File: src/rtl/lnic_homa_egress_prio.sv
// Homa egress priority tagger: looks up a per-message priority over a register
// port, then stamps it into the IPv4 TOS byte of the packet head beat.
module lnic_homa_egress_prio #(
    parameter int TDATA_W       = 512,
    parameter int NUM_PRIO      = 8,
    parameter int PRIO_BYTE_OFF = 15,
    parameter int RESP_TIMEOUT  = 64,
    parameter int DEFAULT_PRIO  = 7
) (
    input  logic                 clock,
    input  logic                 reset,

    input  logic                 net_meta_in_valid,
    output logic                 net_meta_in_ready,
    input  logic [15:0]          net_meta_in_bits_tx_msg_id,
    input  logic [7:0]           net_meta_in_bits_rank,
    input  logic                 net_meta_in_bits_is_new_msg,
    input  logic                 net_meta_in_bits_is_rtx,

    input  logic                 net_net_in_valid,
    output logic                 net_net_in_ready,
    input  logic [TDATA_W-1:0]   net_net_in_bits_data,
    input  logic [TDATA_W/8-1:0] net_net_in_bits_keep,
    input  logic                 net_net_in_bits_last,

    output logic                 net_net_out_valid,
    input  logic                 net_net_out_ready,
    output logic [TDATA_W-1:0]   net_net_out_bits_data,
    output logic [TDATA_W/8-1:0] net_net_out_bits_keep,
    output logic                 net_net_out_bits_last,

    output logic                 net_txMsgPrioReg_req_valid,
    output logic [15:0]          net_txMsgPrioReg_req_bits_index,
    output logic                 net_txMsgPrioReg_req_bits_update,
    output logic [7:0]           net_txMsgPrioReg_req_bits_prio,
    input  logic                 net_txMsgPrioReg_resp_valid,
    input  logic [7:0]           net_txMsgPrioReg_resp_bits_prio,

    output logic [31:0]          pkt_count,
    output logic [15:0]          timeout_count
);
    localparam logic [7:0] PMAX = 8'(NUM_PRIO - 1);
    localparam int TW = (RESP_TIMEOUT > 2) ? $clog2(RESP_TIMEOUT) : 1;
    localparam logic [TW-1:0] TLAST = TW'(RESP_TIMEOUT - 1);

    typedef enum logic [2:0] {IDLE, REQ, WAIT, HEAD, BODY} state_t;

    state_t        state_q, state_d;
    logic [15:0]   id_q, id_d;
    logic [7:0]    rank_q, rank_d;
    logic          new_q, new_d;
    logic          rtx_q, rtx_d;
    logic [7:0]    prio_q, prio_d;
    logic [TW-1:0] timer_q, timer_d;
    logic [31:0]   pkt_q, pkt_d;
    logic [15:0]   tmo_q, tmo_d;
    logic          pass, fire;

    function automatic logic [7:0] clamp(input logic [7:0] p);
        return (p > PMAX) ? PMAX : p;
    endfunction

    assign pass = (state_q == HEAD) || (state_q == BODY);
    assign fire = pass && net_net_in_valid && net_net_out_ready;

    always_comb begin
        state_d = state_q;
        id_d    = id_q;
        rank_d  = rank_q;
        new_d   = new_q;
        rtx_d   = rtx_q;
        prio_d  = prio_q;
        timer_d = timer_q;
        pkt_d   = pkt_q;
        tmo_d   = tmo_q;
        case (state_q)
            IDLE: if (net_meta_in_valid) begin
                id_d    = net_meta_in_bits_tx_msg_id;
                rank_d  = net_meta_in_bits_rank;
                new_d   = net_meta_in_bits_is_new_msg;
                rtx_d   = net_meta_in_bits_is_rtx;
                state_d = REQ;
            end
            REQ: begin
                timer_d = '0;
                state_d = WAIT;
            end
            // A response arriving on the expiry cycle takes precedence over the timeout.
            WAIT: if (net_txMsgPrioReg_resp_valid) begin
                prio_d  = rtx_q ? 8'd0 : clamp(net_txMsgPrioReg_resp_bits_prio);
                state_d = HEAD;
            end else if (timer_q == TLAST) begin
                prio_d  = rtx_q ? 8'd0 : 8'(DEFAULT_PRIO);
                if (tmo_q != 16'hFFFF) tmo_d = tmo_q + 16'd1;
                state_d = HEAD;
            end else begin
                timer_d = timer_q + TW'(1);
            end
            HEAD: if (fire) begin
                state_d = net_net_in_bits_last ? IDLE : BODY;
                if (net_net_in_bits_last) pkt_d = pkt_q + 32'd1;
            end
            BODY: if (fire && net_net_in_bits_last) begin
                state_d = IDLE;
                pkt_d   = pkt_q + 32'd1;
            end
            default: state_d = IDLE;
        endcase
    end

    always_ff @(posedge clock) begin
        if (reset) begin
            state_q <= IDLE;
            id_q    <= '0;
            rank_q  <= '0;
            new_q   <= 1'b0;
            rtx_q   <= 1'b0;
            prio_q  <= '0;
            timer_q <= '0;
            pkt_q   <= '0;
            tmo_q   <= '0;
        end else begin
            state_q <= state_d;
            id_q    <= id_d;
            rank_q  <= rank_d;
            new_q   <= new_d;
            rtx_q   <= rtx_d;
            prio_q  <= prio_d;
            timer_q <= timer_d;
            pkt_q   <= pkt_d;
            tmo_q   <= tmo_d;
        end
    end

    assign net_meta_in_ready                = (state_q == IDLE);
    assign net_txMsgPrioReg_req_valid       = (state_q == REQ);
    assign net_txMsgPrioReg_req_bits_index  = (state_q == REQ) ? id_q : 16'd0;
    assign net_txMsgPrioReg_req_bits_update = (state_q == REQ) && new_q;
    assign net_txMsgPrioReg_req_bits_prio   = (state_q == REQ) ? clamp(rank_q) : 8'd0;

    assign net_net_out_valid     = pass && net_net_in_valid;
    assign net_net_in_ready      = pass && net_net_out_ready;
    assign net_net_out_bits_keep = net_net_in_bits_keep;
    assign net_net_out_bits_last = net_net_in_bits_last;

    always_comb begin
        net_net_out_bits_data = net_net_in_bits_data;
        if (state_q == HEAD)
            net_net_out_bits_data[8*PRIO_BYTE_OFF +: 8] =
                {prio_q[2:0], net_net_in_bits_data[8*PRIO_BYTE_OFF +: 5]};
    end

    assign pkt_count     = pkt_q;
    assign timeout_count = tmo_q;
endmodule

File: config.mk
export PLATFORM = sky130hd
export DESIGN_NAME = lnic_homa_egress_prio
export DESIGN_NICKNAME = d
export VERILOG_FILES = /design/src/rtl/lnic_homa_egress_prio.sv
export SDC_FILE = /design/constraint.sdc
export NUM_CORES = 1
export LEC_CHECK = 0
export CAP_MARGIN = 20
export CORE_AREA = 2 2 496 498
export DETAILED_ROUTE_END_ITERATION = 8
export DIE_AREA = 0 0 498 500
export GPL_TIMING_DRIVEN = 0
export MAX_ROUTING_LAYER = met4
export SYNTH_ARGS = -nofsm -noshare
export SYNTH_HDL_FRONTEND = slang
export SYNTH_SLANG_ARGS = --single-unit
File: constraint.sdc
create_clock -name clock -period 5.2 [get_ports clock]
set_input_delay 1.56 -clock clock [delete_from_list [all_inputs] [get_ports clock]]
set_output_delay 1.56 -clock clock [all_outputs]
set_load 0.1 [all_outputs]
==> impl_metrics.json, run 1 <==
{
  "ys_seq_area_frac": 0.2040,
  "crit_path_end_kind": "output pin",
  "path_cells": "buf_2 -> nand3b_1 -> inv_1 -> clkbuf_1 -> clkdlybuf4s50_1",
  "syn_to_final_growth_pct": 237.1,
  "pre_cts_slack_ns": 0.1870,
  "path_class": "reg -> out",
  "post-route-util": 0.1164,
  "cts.clk_slew.worst_paths_ns": 0.08,
  "synth_warnings": 0,
  "cts_buffers": 9,
  "synth_fa_ha_area_frac": 0.004448,
  "start_util": 0.03454,
  "power_mw": 5.495,
  "io_pins": 1271,
  "synthXorXnorAreaFrac": 0.04047,
  "status": "finished clean",
  "worstHoldPathType": "reg -> reg",
  "seqPwrFrac": 0.126,
  "synth_seq_cells": 86,
  "ys_types": 46,
  "yosys.area.top_type": "buf_4",
  "overflow": 0,
  "p_leak_nw": 11.12,
  "slew_viol_final": 0,
  "coreArea_sq_mm": 0.2443,
  "hold_violations": 0,
  "top_layer": "met4",
  "syn_area_per_cell_sq_um": 7.714,
  "setup_ws_ns": 0.1405,
  "synth_compound_area_frac": 0.04240,
  "cpPeakStageDelay_ns": 1.24,
  "crit_family": "buffers and inverters",
  "h-tree-depth": 3,
  "synth_top_family_by_area": "buffers and inverters",
  "fin_skew_ns": 0.007776,
  "synthCells": 1094,
  "netlist_area_sq_mm": 0.008439,
  "cp_slowest_cell": "clkdlybuf4s50_1",
  "cp_data_required_time_ns": 3.64,
  "portBuffers": 691,
  "gp_congestion": 0.9226,
  "irDropWorstVdd_mv": 0.1694,
  "pwr-share-clk": 0.141,
  "comb_power_share": 0.733,
  "async_reset_ff_frac": 0,
  "drt-initial-drc-count": 744,
  "worstMarginPinSlew_ns": 1.242,
  "wirelength_um": 187100,
  "internal-power_mw": 2.422,
  "antenna_found_initial": 216,
  "fp.dieH_um": 500,
  "power.density_mw_per_mm2": 193.1,
  "synth.area.mux_share": 0.008451,
  "insertion_delay_ns": 0.41,
  "synth_top_flop_cell": "dfxtp_1",
  "finalSetupViolCount": 0,
  "hold_depth": 2,
  "synthTopCellsByCount": "580 x buf_4, 86 x dfxtp_1, 83 x nand2_1",
  "cts_buffer_depth": 2,
  "path_depth": 5,
  "fp.dieW_um": 498,
  "clock-sinks": 86,
  "drc_errors": 0,
  "synth_top_area_share": 0.5159,
  "hpwl_um": 180000,
  "synth_enable_flop_cells": 0,
  "grt_max_degree": 17,
  "synth-simple-area-share": 0.1635,
  "rr_worst_depth": 6,
  "cts-root-buf": "clkbuf_16",
  "row_count": 182,
  "avgRoutedWirePerCell_um": 34.05,
  "vias_per_cell": 2.301,
  "grt_setup_unrepaired": "no",
  "firstDrtPassIters": 5,
  "design_area_sq_mm": 0.02845,
  "wl_met3_um": 31710,
  "gr-usage-all-layers": 0.1493,
  "startpoint_type": "register",
  "layout-drive-gt1-share": 0.4654,
  "ant_nets": 0,
  "switching_share": 0.5593,
  "cts_tree": "yes",
  "worst-path-max-fanout": 10,
  "critical_path_arrival_ns": 3.50,
  "synth_most_common_cell": "buf_4",
  "layout_min_cycle_time_ns": 5.060,
  "yosys-top-cells-area": "buf_4 52%, dfxtp_1 20%, xnor2_1 3.9%",
  "grt_pass1_vias": 12440,
  "max_freq_ghz": 0.1976,
  "grt_pass1_wl_um": 213800,
  "vias": 12640,
  "place_area_sq_mm": 0.02757,
  "nets": 2813,
  "timing.max_cap.violations": 0,
  "p_sw_mw": 3.073,
  "wl_met1_um": 70010,
  "dr_wl_met2_um": 75420,
  "path_buf_inv": 4,
  "slew_headroom": 0.1691,
  "fp.dieArea_sq_mm": 0.2490,
  "min_period_over_period": 0.9730
}
## cell type report
class                   count  area [sq um]
diodes                     75         187.7
plain buffers             609          4487
clock buffers               9         225.2
clock inverters             7         80.08
fillers                 27820        215900
inverters                  11         41.29
multi-input cells         392          2207
flip-flops and latches     86          1722
well taps                3220          4029
repair buffers           1084         15470
## cell usage in the layout, fill, tap and decap left out, drive strengths merged, types with 2 or more instances in the layout
cell type	instances
clkbuf	30
a31oi	2
and3	9
nor2b	2
and4	6
o21ai	12
and2	19
nand3	24
inv	14
xnor2	38
buf	995
conb	5
a21oi	43
nor4b	2
nand4	10
nor2	65
mux2i	6
dfxtp	86
dlygate4sd2	4
nor3	17
ha	3
dlymetal6s2s	5
diode	75
nand2	83
clkinv	2
nand3b	3
clkdlybuf4s50	668
or3	7
nor3b	3
nor4	19
## logic make-up (layout without fill, tap and decap cells)
| family | after synthesis | after routing |
|---|---|---|
| other | 1 | 80 |
| XOR/XNOR | 39 | 39 |
| flip-flops | 86 | 86 |
| multiplexers | 7 | 7 |
| buffers and inverters | 620 | 1720 |
| adder cells (fa/ha/maj) | 3 | 3 |
| AND/OR/NAND/NOR | 274 | 274 |
| AO/OA/AOI/OAI | 64 | 64 |
## worst min-delay path, stage by stage, from the launching register on
cell and delay (ns):
dfxtp_1 0.31, nand2_1 0.05, a21oi_1 0.06
## registers in the layout, indices dropped and copies added (netlist names)
register / count
timer_q: 6
state_q: 3
new_q: 1
rank_q: 8
id_q: 16
pkt_count: 32
timeout_count: 16
prio_q: 3
rtx_q: 1
## worst paths after layout
check        startpoint                    endpoint  slack, ns
min             id_q[4]                     id_q[4]       0.46
max          state_q[0]  net_txMsgPrioReg_req_valid       0.14
min reg2reg     id_q[4]                     id_q[4]       0.46
max reg2reg  state_q[2]           timeout_count[13]       2.59
## stage by stage
| stage | TNS [ns] | hold WS [ns] | cells |
|---|---|---|---|
| 2_1_floorplan | 0 | 0.4317 | 1098 |
| 3_3_place_gp | -0.3779 | 0.4418 | 5009 |
| 3_5_place_dp | 0 | 0.4500 | 5383 |
| 4_1_cts | 0 | 0.4611 | 5399 |
| 5_1_grt | 0 | 0.4842 | 5486 |
| 6_report | 0 | 0.4637 | 5493 |
## layer usage
layer | vias up | global-route usage
met5 | - | -
li1 | 5201 | -
met1 | 5526 | 0.1574
met4 | 0 | 0.07536
met2 | 1483 | 0.2044
met3 | 428 | 0.1079
## power by group through the flow
stage               clock network, mW  registers (mW)  logic, mW
finish                          0.772           0.693       4.03
global route                    0.812           0.695       4.17
CTS                             0.802           0.692       4.06
detailed placement                  0           0.707       4.04
global placement                    0           0.706       3.31
floorplan                           0           0.703       2.28
## repair_timing
action	4_1_cts	5_1_grt
endpoints found under the setup margin	4	5
resized for setup	4	5
hold buffers	0	0
buffers inserted	0	0
pin swaps	0	0
No activity file was read; power rests on OpenSTA's default activity.
==> run 2: changes to the inputs <==
--- a/config.mk
+++ b/config.mk
@@ -5,10 +5,10 @@
 export SDC_FILE = /design/constraint.sdc
 export NUM_CORES = 1
 export LEC_CHECK = 0
-export CAP_MARGIN = 20
-export CORE_AREA = 2 2 496 498
+export ABC_AREA = 1
+export CORE_AREA = 2 2 499 501
 export DETAILED_ROUTE_END_ITERATION = 8
-export DIE_AREA = 0 0 498 500
+export DIE_AREA = 0 0 501 503
 export GPL_TIMING_DRIVEN = 0
 export MAX_ROUTING_LAYER = met4
 export SYNTH_ARGS = -nofsm -noshare
==> constraint.sdc (replaced) <==
create_clock -name clock -period 6.5 [get_ports clock]
set_input_delay 1.95 -clock clock [delete_from_list [all_inputs] [get_ports clock]]
set_output_delay 1.95 -clock clock [all_outputs]
set_load 0.1 [all_outputs]
==> run 2 against run 1 <==
The run now ends with max-capacitance violations, max-slew violations left. Worst setup slack improved by 0.34 ns. Combinational power shrank 21%. First-iteration DRC count decreased by 38%. Global-route usage up 0.19 points. Synthesized cell count up 18%. Sequential cell count is the same. Routed wire length rose by 3.0%. Clock skew grew 0.0044 ns. Critical endpoint is now net_net_out_bits_last.
==> impl_metrics.json, run 2 <==
{
  "status": "finished with violations",
  "violations": "max-capacitance violations, max-slew violations",
  "drt-initial-drc-count": 461,
  "power_mw": 4.408,
  "cts-root-buf": "clkbuf_16",
  "ys_types": 35,
  "synthXorXnorAreaFrac": 0.01973,
  "p_sw_mw": 2.831,
  "synthCells": 1290,
  "seqPwrFrac": 0.140,
  "power.density_mw_per_mm2": 218.3,
  "synth_fa_ha_area_frac": 0.004228,
  "overflow": 0,
  "dp_cells": 5224,
  "r2r-end": "timeout_count[6]",
  "synth_enable_flop_cells": 0,
  "netlist_area_sq_mm": 0.008879,
  "cts_setup_buffers": 0,
  "fin_hold_ws_ns": 0.4599,
  "synth-simple-area-share": 0.1770,
  "grt_pass1_vias": 10560,
  "yosys-top-cells-area": "buf_4 49%, dfxtp_1 19%, nand2_1 8.6%",
  "h-tree-depth": 3,
  "yosys.area.top_type": "buf_4",
  "synthTopCellsByCount": "580 x buf_4, 203 x nand2_1, 107 x nor2_1",
  "p_leak_nw": 7.345,
  "post-route-util": 0.08172,
  "start_util": 0.03594,
  "vias_per_cell": 2.140,
  "switching_share": 0.6423,
  "drc_errors": 0,
  "cts_tree": "yes",
  "cts_buffers": 9,
  "grt_max_degree": 15,
  "insertion_delay_ns": 0.43,
  "ys_seq_area_frac": 0.1939,
  "pwr-share-clk": 0.139,
  "coreArea_sq_mm": 0.2471,
  "hold_buffers": 0,
  "antenna_found_initial": 224,
  "nets": 2618,
  "r2r-start": "timer_q[0]",
  "gr-usage-all-layers": 0.1511,
  "synth_warnings": 0,
  "synth_seq_cells": 86,
  "syn_area_per_cell_sq_um": 6.883,
  "slew_headroom": -0.01500,
  "worstHoldPathType": "reg -> reg",
  "final_cell_count_no_fill": 5268,
  "gp_congestion": 0.8440,
  "layout_commonest_cell": "clkdlybuf4s50_1",
  "async_reset_ff_frac": 0,
  "ant_nets": 0,
  "path_class": "in -> out",
  "largest_reg_flops": 32,
  "place_area_sq_mm": 0.01984,
  "cts_buffer_depth": 2,
  "layout_min_cycle_time_ns": 6.020,
  "pre_cts_slack_ns": 0.4978,
  "critical_path_arrival_ns": 4.07,
  "design_area_sq_mm": 0.02019,
  "firstDrtPassIters": 5,
  "rr_worst_depth": 8,
  "grt_setup_unrepaired": "no",
  "cp_data_required_time_ns": 4.55,
  "hold_violations": 0,
  "min_to": "rank_q[7]",
  "timing.max_cap.violations": 2,
  "syn_to_final_growth_pct": 127.4,
  "grt_pass1_wl_um": 211000,
  "synth.area.mux_share": 0,
  "crit_path_end_kind": "output pin",
  "irDropWorstVdd_mv": 0.1592,
  "internal-power_mw": 1.576,
  "hpwl_um": 186200,
  "max_freq_ghz": 0.1661,
  "avgRoutedWirePerCell_um": 36.59,
  "r2r_slack_ns": 4.32,
  "fp.dieArea_sq_mm": 0.2520,
  "setup_ws_ns": 0.4799,
  "min_period_over_period": 0.9262,
  "startpoint_type": "input port",
  "clock-sinks": 86,
  "slew_viol_final": 1,
  "synth_most_common_cell": "buf_4",
  "comb_power_share": 0.721,
  "hold_depth": 2,
  "fin_skew_ns": 0.01220,
  "row_count": 183,
  "portBuffers": 692,
  "worst-path-max-fanout": 3,
  "fp.dieH_um": 503,
  "synth_top_family_by_area": "buffers and inverters",
  "synth_top_area_share": 0.4904,
  "setup_tns_ns": 0,
  "layout-drive-gt1-share": 0.3162,
  "finalSetupViolCount": 0,
  "cts-resized-gates": 0,
  "fp.dieW_um": 501,
  "vias": 11280,
  "io_pins": 1271,
  "synth_top_flop_cell": "dfxtp_1",
  "worstMarginPinSlew_ns": 1.518,
  "synth_compound_area_frac": 0.06877,
  "cts.clk_slew.worst_paths_ns": 0.07,
  "min-delay-start": "rank_q[7]",
  "mostFrequentLayoutCells": "676 x clkdlybuf4s50_1, 580 x buf_4, 203 x nand2_1",
  "wirelength_um": 192700
}
==> run 2: cell types whose count changed in the layout (fill, tap and decap cells not counted), moves of 29 or more <==
cell     before  now
buf_12      285    1
nand2_1      83  203
buf_16      103    0
inv_1        11   82
diode_2      75   29
nor2_1       65  107
xnor2_1      38    9
==> run 2: cell type report <==
type	instances	area (sq um)
multi-input combinational	524	2414
tap	3237	4050
sequential	86	1722
fill	28970	226900
buffer	599	4436
antenna	29	72.57
inverter	85	322.8
clock buffer	11	252.7
clock inverter	4	55.05
timing repair buffer	693	6867
==> run 2: routing by layer <==
| metal | part of all wire | GRT usage |
|---|---|---|
| met4 | 0.026 | 0.03400 |
| met1 | 0.33 | 0.1363 |
| met5 | 0 | - |
| met2 | 0.42 | 0.2197 |
| met3 | 0.23 | 0.1561 |
==> run 2: cell families (layout without fill, tap and decap cells) <==
group,count (synthesis),count (layout)
AND/OR/NAND/NOR,376,376
buffers and inverters,684,1392
adder cells (fa/ha/maj),3,3
AO/OA/AOI/OAI,120,120
flip-flops,86,86
other,1,34
XOR/XNOR,20,20
==> run 2: worst max-delay path by stage <==
stage	cells past startpoint	start	endpoint
floorplan	2	net_net_out_ready	net_net_in_ready
global placement	4	net_net_out_ready	net_net_in_ready
detailed placement	3	net_net_in_bits_last	net_net_out_bits_last
CTS	3	net_net_in_bits_last	net_net_out_bits_last
global route	3	net_net_in_bits_last	net_net_out_bits_last
finish	3	net_net_in_bits_last	net_net_out_bits_last
==> run 2: power groups by stage <==
stage	clock (mW)	sequential [mW]	combinational, mW
2_1_floorplan	0	0.631	2.17
3_3_place_gp	0	0.628	3.22
3_5_place_dp	0	0.630	3.22
4_1_cts	0.660	0.617	3.22
5_1_grt	0.668	0.624	3.30
6_report	0.613	0.618	3.18
==> run 2: worst max-delay path, cell delays in order <==
cell and delay [ns]:
clkdlybuf4s50_1 0.60, buf_4 0.15, clkdlybuf4s50_1 1.33
